<file path="src/rtl/kf_run_ctrl_if.sv">
// Host command port of the Kalman-filter run controller: LOAD/RUN commands
// with a valid/ready handshake.
interface kf_run_ctrl_if;
  logic        cmd_valid;
  logic        cmd_ready;
  logic [1:0]  cmd_op;
  logic [7:0]  cmd_addr;
  logic [15:0] cmd_data;

  modport master (
    output cmd_valid,
    output cmd_op,
    output cmd_addr,
    output cmd_data,
    input  cmd_ready
  );

  modport slave (
    input  cmd_valid,
    input  cmd_op,
    input  cmd_addr,
    input  cmd_data,
    output cmd_ready
  );
endinterface

</file>
<file path="src/rtl/kf_run_ctrl.sv">
// Program loader and run controller for the Kalman-filter microcode sequencer.
// Writes microinstructions into the sequencer ROM, launches a run, watches for
// READY, enforces a cycle budget / host abort through a kill reset, and reports
// status, cycle count and final PC.
module kf_run_ctrl #(
  parameter int unsigned TO_W        = 16,
  parameter int unsigned NOSTART_LIM = 4
) (
  input  logic            clk,
  input  logic            rst_n,
  kf_run_ctrl_if.slave    host,
  input  logic [TO_W-1:0] cfg_timeout,
  input  logic            abort_i,
  output logic            rom_we,
  output logic [7:0]      rom_waddr,
  output logic [15:0]     rom_wdata,
  output logic            seq_start,
  output logic            seq_rst_n,
  input  logic            seq_ready,
  input  logic [7:0]      seq_pc,
  output logic            busy,
  output logic            done,
  output logic [1:0]      status,
  output logic [31:0]     run_cycles,
  output logic [7:0]      final_pc,
  output logic            bad_op
);

  localparam logic [1:0] OP_LOAD = 2'b00;
  localparam logic [1:0] OP_RUN  = 2'b01;

  localparam logic [1:0] ST_OK      = 2'b00;
  localparam logic [1:0] ST_TIMEOUT = 2'b01;
  localparam logic [1:0] ST_ABORT   = 2'b10;
  localparam logic [1:0] ST_NOSTART = 2'b11;

  // Shared dwell counter for WAIT_LOW (no-start detection) and KILL (2 cycles).
  localparam int unsigned CW = $clog2(NOSTART_LIM + 2);

  typedef enum logic [2:0] {
    S_IDLE,
    S_START,
    S_WAIT_LOW,
    S_RUN,
    S_KILL,
    S_DONE
  } state_t;

  state_t          r_state;
  state_t          w_state_nxt;
  logic [CW-1:0]   r_sub_cnt;
  logic [TO_W-1:0] r_timeout;
  logic            r_rom_we;
  logic [7:0]      r_rom_waddr;
  logic [15:0]     r_rom_wdata;
  logic [1:0]      r_status;
  logic [31:0]     r_run_cycles;
  logic [7:0]      r_final_pc;
  logic            r_bad_op;

  logic            w_accept;
  logic [31:0]     w_rc_inc;
  logic            w_tmo_hit;
  logic            w_count_en;
  logic            w_set_status;
  logic [1:0]      w_status_val;

  assign w_accept   = host.cmd_valid && (r_state == S_IDLE);
  assign w_rc_inc   = (r_run_cycles == '1) ? r_run_cycles : r_run_cycles + 32'd1;
  assign w_tmo_hit  = (r_timeout != '0) && (w_rc_inc >= 32'(r_timeout));
  // The WAIT_LOW cycle that first sees READY low already counts as a run cycle;
  // an abort in that same cycle wins over counting.
  assign w_count_en = ((r_state == S_WAIT_LOW) || (r_state == S_RUN)) &&
                      !seq_ready && !abort_i;

  // State register.
  always_ff @(posedge clk) begin
    if (!rst_n) r_state <= S_IDLE;
    else        r_state <= w_state_nxt;
  end

  // Next-state and run-termination status decision.
  always_comb begin
    w_state_nxt  = r_state;
    w_set_status = 1'b0;
    w_status_val = ST_OK;
    case (r_state)
      S_IDLE: begin
        if (w_accept && (host.cmd_op == OP_RUN)) w_state_nxt = S_START;
      end
      S_START: w_state_nxt = S_WAIT_LOW;
      S_WAIT_LOW: begin
        if (!seq_ready) begin
          if (abort_i) begin
            w_state_nxt  = S_KILL;
            w_set_status = 1'b1;
            w_status_val = ST_ABORT;
          end else if (w_tmo_hit) begin
            w_state_nxt  = S_KILL;
            w_set_status = 1'b1;
            w_status_val = ST_TIMEOUT;
          end else begin
            w_state_nxt = S_RUN;
          end
        end else if (r_sub_cnt == CW'(NOSTART_LIM - 1)) begin
          w_state_nxt  = S_DONE;
          w_set_status = 1'b1;
          w_status_val = ST_NOSTART;
        end else if (abort_i) begin
          w_state_nxt  = S_KILL;
          w_set_status = 1'b1;
          w_status_val = ST_ABORT;
        end
      end
      S_RUN: begin
        if (seq_ready) begin
          w_state_nxt  = S_DONE;
          w_set_status = 1'b1;
          w_status_val = ST_OK;
        end else if (abort_i) begin
          w_state_nxt  = S_KILL;
          w_set_status = 1'b1;
          w_status_val = ST_ABORT;
        end else if (w_tmo_hit) begin
          w_state_nxt  = S_KILL;
          w_set_status = 1'b1;
          w_status_val = ST_TIMEOUT;
        end
      end
      S_KILL: begin
        if (r_sub_cnt == CW'(1)) w_state_nxt = S_DONE;
      end
      S_DONE:  w_state_nxt = S_IDLE;
      default: w_state_nxt = S_IDLE;
    endcase
  end

  // State-decoded outputs.
  always_comb begin
    host.cmd_ready = (r_state == S_IDLE);
    busy           = (r_state != S_IDLE);
    seq_start      = (r_state == S_START);
    seq_rst_n      = (r_state != S_KILL);
    done           = (r_state == S_DONE);
  end

  // Command capture, run bookkeeping and result registers.
  always_ff @(posedge clk) begin
    if (!rst_n) begin
      r_sub_cnt    <= '0;
      r_timeout    <= '0;
      r_rom_we     <= 1'b0;
      r_rom_waddr  <= '0;
      r_rom_wdata  <= '0;
      r_status     <= ST_OK;
      r_run_cycles <= '0;
      r_final_pc   <= '0;
      r_bad_op     <= 1'b0;
    end else begin
      r_sub_cnt <= (w_state_nxt != r_state) ? '0 : r_sub_cnt + CW'(1);

      r_rom_we <= w_accept && (host.cmd_op == OP_LOAD);
      if (w_accept && (host.cmd_op == OP_LOAD)) begin
        r_rom_waddr <= host.cmd_addr;
        r_rom_wdata <= host.cmd_data;
      end

      if (w_accept && (host.cmd_op == OP_RUN)) begin
        r_timeout    <= cfg_timeout;
        r_run_cycles <= '0;
        r_status     <= ST_OK;
        r_bad_op     <= 1'b0;
      end
      if (w_accept && host.cmd_op[1]) r_bad_op <= 1'b1;

      if (w_count_en)   r_run_cycles <= w_rc_inc;
      if (w_set_status) r_status     <= w_status_val;

      // Captured on entry to DONE so the value is already valid while done is high.
      if ((w_state_nxt == S_DONE) && (r_state != S_DONE)) r_final_pc <= seq_pc;
    end
  end

  assign rom_we     = r_rom_we;
  assign rom_waddr  = r_rom_waddr;
  assign rom_wdata  = r_rom_wdata;
  assign status     = r_status;
  assign run_cycles = r_run_cycles;
  assign final_pc   = r_final_pc;
  assign bad_op     = r_bad_op;

endmodule
</file>
<file path="src/flat_wrapper.sv">
// flat-port wrapper written by rule: the top's interface ports become plain ports
module kf_run_ctrl_flat 
#(
  parameter int unsigned TO_W        = 16,
  parameter int unsigned NOSTART_LIM = 4
)
  (clk, rst_n, cfg_timeout, abort_i, rom_we, rom_waddr, rom_wdata, seq_start, seq_rst_n, seq_ready, seq_pc, busy, done, status, run_cycles, final_pc, bad_op, host_cmd_valid, host_cmd_op, host_cmd_addr, host_cmd_data, host_cmd_ready);
  kf_run_ctrl_if host_i ();
  input  logic clk;
  input  logic rst_n;
  input  logic [TO_W-1:0] cfg_timeout;
  input  logic abort_i;
  output logic rom_we;
  output logic [7:0] rom_waddr;
  output logic [15:0] rom_wdata;
  output logic seq_start;
  output logic seq_rst_n;
  input  logic seq_ready;
  input  logic [7:0] seq_pc;
  output logic busy;
  output logic done;
  output logic [1:0] status;
  output logic [31:0] run_cycles;
  output logic [7:0] final_pc;
  output logic bad_op;
  input wire logic [$bits(host_i.cmd_valid)-1:0] host_cmd_valid;
  input wire logic [$bits(host_i.cmd_op)-1:0] host_cmd_op;
  input wire logic [$bits(host_i.cmd_addr)-1:0] host_cmd_addr;
  input wire logic [$bits(host_i.cmd_data)-1:0] host_cmd_data;
  output wire logic [$bits(host_i.cmd_ready)-1:0] host_cmd_ready;
  assign host_i.cmd_valid = host_cmd_valid;
  assign host_i.cmd_op = host_cmd_op;
  assign host_i.cmd_addr = host_cmd_addr;
  assign host_i.cmd_data = host_cmd_data;
  assign host_cmd_ready = host_i.cmd_ready;
  kf_run_ctrl #(.TO_W(TO_W), .NOSTART_LIM(NOSTART_LIM)) u_core (.clk(clk), .rst_n(rst_n), .host(host_i), .cfg_timeout(cfg_timeout), .abort_i(abort_i), .rom_we(rom_we), .rom_waddr(rom_waddr), .rom_wdata(rom_wdata), .seq_start(seq_start), .seq_rst_n(seq_rst_n), .seq_ready(seq_ready), .seq_pc(seq_pc), .busy(busy), .done(done), .status(status), .run_cycles(run_cycles), .final_pc(final_pc), .bad_op(bad_op));
endmodule
</file>
<file path="config.mk">
export PLATFORM = sky130hd
export DESIGN_NAME = kf_run_ctrl_flat
export DESIGN_NICKNAME = d
export VERILOG_FILES = /design/src/rtl/kf_run_ctrl_if.sv /design/src/rtl/kf_run_ctrl.sv /design/src/flat_wrapper.sv
export SDC_FILE = /design/constraint.sdc
export NUM_CORES = 1
export LEC_CHECK = 0
export CAP_MARGIN = 20
export CORE_UTILIZATION = 45
export CTS_BUF_LIST = sky130_fd_sc_hd__clkbuf_16
export CTS_CLUSTER_SIZE = 40
export DETAILED_ROUTE_END_ITERATION = 12
export PLACE_DENSITY = 0.86
export SLEW_MARGIN = 10
export SYNTH_ARGS = -nofsm -noshare
export SYNTH_HDL_FRONTEND = slang
export SYNTH_SLANG_ARGS = --single-unit
</file>
<file path="constraint.sdc">
create_clock -name clk -period 12.01 [get_ports clk]
set_clock_uncertainty 0.05 [all_clocks]
set_input_delay 2.402 -clock clk [delete_from_list [all_inputs] [get_ports clk]]
set_output_delay 2.402 -clock clk [all_outputs]
set_load 0.01 [all_outputs]
</file>
==> run_results.csv <==
group,metric,value,unit
outcome,status,"completed",
finish,design_area,0.006519,mm²
critical_path,crit_required,12.20,ns
finish,area_delta_synth_final,33.15,%
cts,clk_path_buf_depth,2,
worst_hold_path,hold_class,"register to register",
pwr,combPwrFrac,10.8,%
routing,drc_errors,0,
timing,layout_min_cycle_time,4.922,ns
critical_path,worstPathMaxFanout,33,
global_routing,antenna_found_initial,0,
finish,final_util,62.58,%
placement,hpwl,9.900,mm
pwr,switching_share,24.58,%
timing,worst_pin_slew,1.044,ns
critical_path,r2r_start,"u_core.run_cycles[10]",
logic_synthesis,synth_warnings,0,
cts,cts_buffers,9,
timing,grt_setup_unrepaired,"false",
critical_path,reg2reg_slack,7.10,ns
cts,worstSkewPairLatency,0.35,ns
floorplanning,rows,37,
worst_hold_path,whs_endpoint,"u_core.rom_wdata[15]",
pwr,pwr-share-seq,46.6,%
pwr,p_leak,2.287,nW
floorplanning,dieArea,0.01130,mm²
timing,setup-violations-final,0,
logic_synthesis,syn-instance-count,642,
placement,place_area,0.006223,mm²
critical_path,endpoint_kind,"register",
global_routing,grt_pass1_vias,4837,
cts,cts_resized,0,
cts,cts_tree,"yes",
logic_synthesis,synth_edf_count,0,
pwr,p_int,0.5013,mW
critical_path,crit_arrival,5.11,ns
critical_path,cp_slowest_cell,"nand2_1",
floorplanning,die_h,106.3,µm
global_routing,grt_pass1_wl,22.94,mm
critical_path,cpLargestDelayFamily,"simple AND/OR/NAND/NOR gates",
routing,ant_nets,0,
routing,first_pass_iters,4,
critical_path,path_common_cell,"nand2_1",
cts,cts_sinks,90,
cts,cts_setup_buffers,0,
critical_path,startpoint_type,"primary input",
timing,slew_headroom,30.20,%
pwr,p_clk_share,42.5,%
pwr,power_switching,0.1633,mW
floorplanning,die_w,106.3,µm
finish,multiInputGateArea,0.002856,mm²
critical_path,rr_endpoint,"u_core.status[1]",
placement,io_buffers,127,
finish,n_antenna_cell,0,
logic_synthesis,synth.area.top_cells,"dfxtp_1 (37%), nand2_1 (9.8%), a21oi_1 (7.5%)",
critical_path,max_stage_delay,0.78,ns
finish,num-fill-cells,905,
timing,period_share,40.99,%
logic_synthesis,syn_avg_cell_area,7.626,µm²
run,cap_violations,0,
routing,via_per_inst,5.690,
timing,maxSlewViolCount,0,
finish,final_nets,819,
floorplanning,ioPinCount,128,
global_routing,grt-ovfl-total,0,
worst_hold_path,hold_depth,2,
finish,final_common_cell,"nand2_1",
placement,routabilityCongestion,0.9243,
finish,drive_above_1_share,4.539,%
critical_path,worstPathCellList,"clkdlybuf4s50_1 -> nor2_1 -> nand2_1 -> nand2_1 -> a311oi_1",
cts,cts_hold_buf,0,
logic_synthesis,ys_ff_latch,90,
logic_synthesis,syn_nets,717,
global_routing,grtUsageTotal,25.41,%
finish,layout.area.seq,0.001802,mm²
timing,max_freq,0.2032,GHz
logic_synthesis,yosysTopAreaCell,"dfxtp_1",
cts,clock-root-buffer,"clkbuf_16",
pwr,peakVddDrop,86.82,µV
cts,ctsHtreeMaxLevel,3,
critical_path,reg2reg_depth,16,
logic_synthesis,async_flop_share,0,%
critical_path,worst-setup-path-type,"primary input to register",
cts,clkSlewWorstSetupHoldPaths,0.07,ns
logic_synthesis,synth_flop_cell,"dfxtp_1",
logic_synthesis,synth.distinct_cells,60,
logic_synthesis,synthDominantCellAreaShare,36.80,%
routing,drt_iter0_markers,337,
logic_synthesis,ys_seq_area_share,36.80,%
timing,setup_tns,0,ns
routing,wl,13.74,mm
timing,hold_viol_final,0,
floorplanning,core,0.01042,mm²
global_routing,grt_max_degree,58,
finish,layout_common_cells,"nand2_1 (128), clkdlybuf4s50_1 (127), dfxtp_1 (90)",
logic_synthesis,syn_area,0.004896,mm²
pwr,powerDensity,102.0,mW/mm²
routing,vias,5036,
critical_path,path_buf_inv,1,
floorplanning,start_util,47.00,%
worst_hold_path,hp-start,"u_core.rom_wdata[15]",
routing,routedWlPerCell,15.53,µm
-- worst reg2reg max path, stage by stage (launching register included) --
cell and delay [ns]:
dfxtp_1 0.49, nand4_1 0.22, or4_1 0.58, or4b_4 0.64, and3_1 0.27, nand2_1 0.19, nor2_1 0.11, xor2_1 0.17
ha_1 0.30, nand4_1 0.10, a21oi_1 0.05, a2111oi_0 0.44, a21oi_1 0.16, nor3_1 0.35, nand4_4 0.20, o311ai_4 0.29
a41o_1 0.21
-- area by class of cell --
type / count / share of cell area, %
multi-input combinational: 488 / 43.82
sequential: 90 / 27.64
timing repair buffer: 132 / 20.08
clock buffer: 9 / 3.455
tap: 136 / 2.610
inverter: 23 / 1.324
clock inverter: 7 / 1.075
-- synthesized netlist by cell type, types with 2 or more instances --
master    instances
or2_2             2
dfxtp_1          90
nor3_1           22
inv_1            23
nor4_1           13
nor2b_1           2
or3_1             5
mux2i_1          10
o21ai_0          18
a311oi_1          5
o31ai_1           3
a21o_1            5
a22oi_1           6
nand3_1          19
nand2b_1          5
clkbuf_1         32
and4_1            4
xnor2_1          13
a211oi_1          3
nor2_1           52
buf_1             2
nand4_1          17
a31oi_1           7
a41oi_1           2
buf_2             5
and2_1            7
ha_1             20
nand4_4           2
nand2_1         128
nand3b_1          3
and3_1            5
nand4b_1          2
xor2_1           11
a21oi_1          73
-- kinds of logic (layout without fill, tap and decap cells) --
family                   after synthesis  after routing  share of synthesized area [%]
AND/OR/NAND/NOR                      297            297                          29.54
AO/OA/AOI/OAI                        137            137                          17.00
flip-flops                            90             90                          36.80
buffers and inverters                 64            171                          5.213
XOR/XNOR                              24             24                          4.293
adder cells (fa/ha/maj)               20             20                          5.111
multiplexers                          10             10                          2.045
-- through the flow --
step	hold WS, ns	power (mW)	instances	setup WS, ns
floorplan	0.3888	0.3509	642	7.534
global placement	0.3932	0.3857	869	6.890
detailed placement	0.3959	0.3883	869	6.775
CTS	0.4051	0.6676	885	7.124
global route	0.4244	0.6881	885	6.746
finish	0.4063	0.6647	885	7.088
-- per-layer routing --
metal / vias to the layer above / wire [µm] / GRT usage [%]
li1: 2465 / - / -
met1: 2358 / 5798 / 30.24
met2: 178 / 6649 / 42.63
met3: 35 / 780 / 5.395
met4: 0 / 515 / 13.79
met5: - / 0 / 0
-- worst max path at each step --
stage / startpoint / endpoint / depth (start not counted) / slack (ns)
floorplan: u_core.run_cycles[4] / u_core.status[1] / 20 / 7.53
global placement: seq_ready / u_core.run_cycles[9] / 7 / 6.89
detailed placement: seq_ready / u_core.run_cycles[22] / 5 / 6.78
CTS: seq_ready / u_core.run_cycles[22] / 5 / 7.12
global route: u_core.run_cycles[10] / u_core.status[1] / 16 / 6.75
finish: seq_ready / u_core.run_cycles[22] / 5 / 7.09
-- flip-flops by register name, summed over array words and instances (netlist names) --
| name | flops |
|---|---|
| u_core.run_cycles | 32 |
| u_core.final_pc | 8 |
| u_core.rom_waddr | 8 |
| u_core.rom_wdata | 16 |
| u_core.status | 2 |
| u_core.r_timeout | 16 |
| u_core.r_sub_cnt | 3 |
| u_core.bad_op | 1 |
| u_core.r_state | 3 |
| u_core.rom_we | 1 |
-- power groups by stage --
stage | clock [mW] | sequential (mW) | combinational (mW)
2_1_floorplan | 0 | 0.317 | 0.0336
3_3_place_gp | 0 | 0.316 | 0.0695
3_5_place_dp | 0 | 0.317 | 0.0717
4_1_cts | 0.286 | 0.310 | 0.0721
5_1_grt | 0.298 | 0.311 | 0.0793
6_report | 0.283 | 0.310 | 0.0721
(Power assumes the default switching activity.)
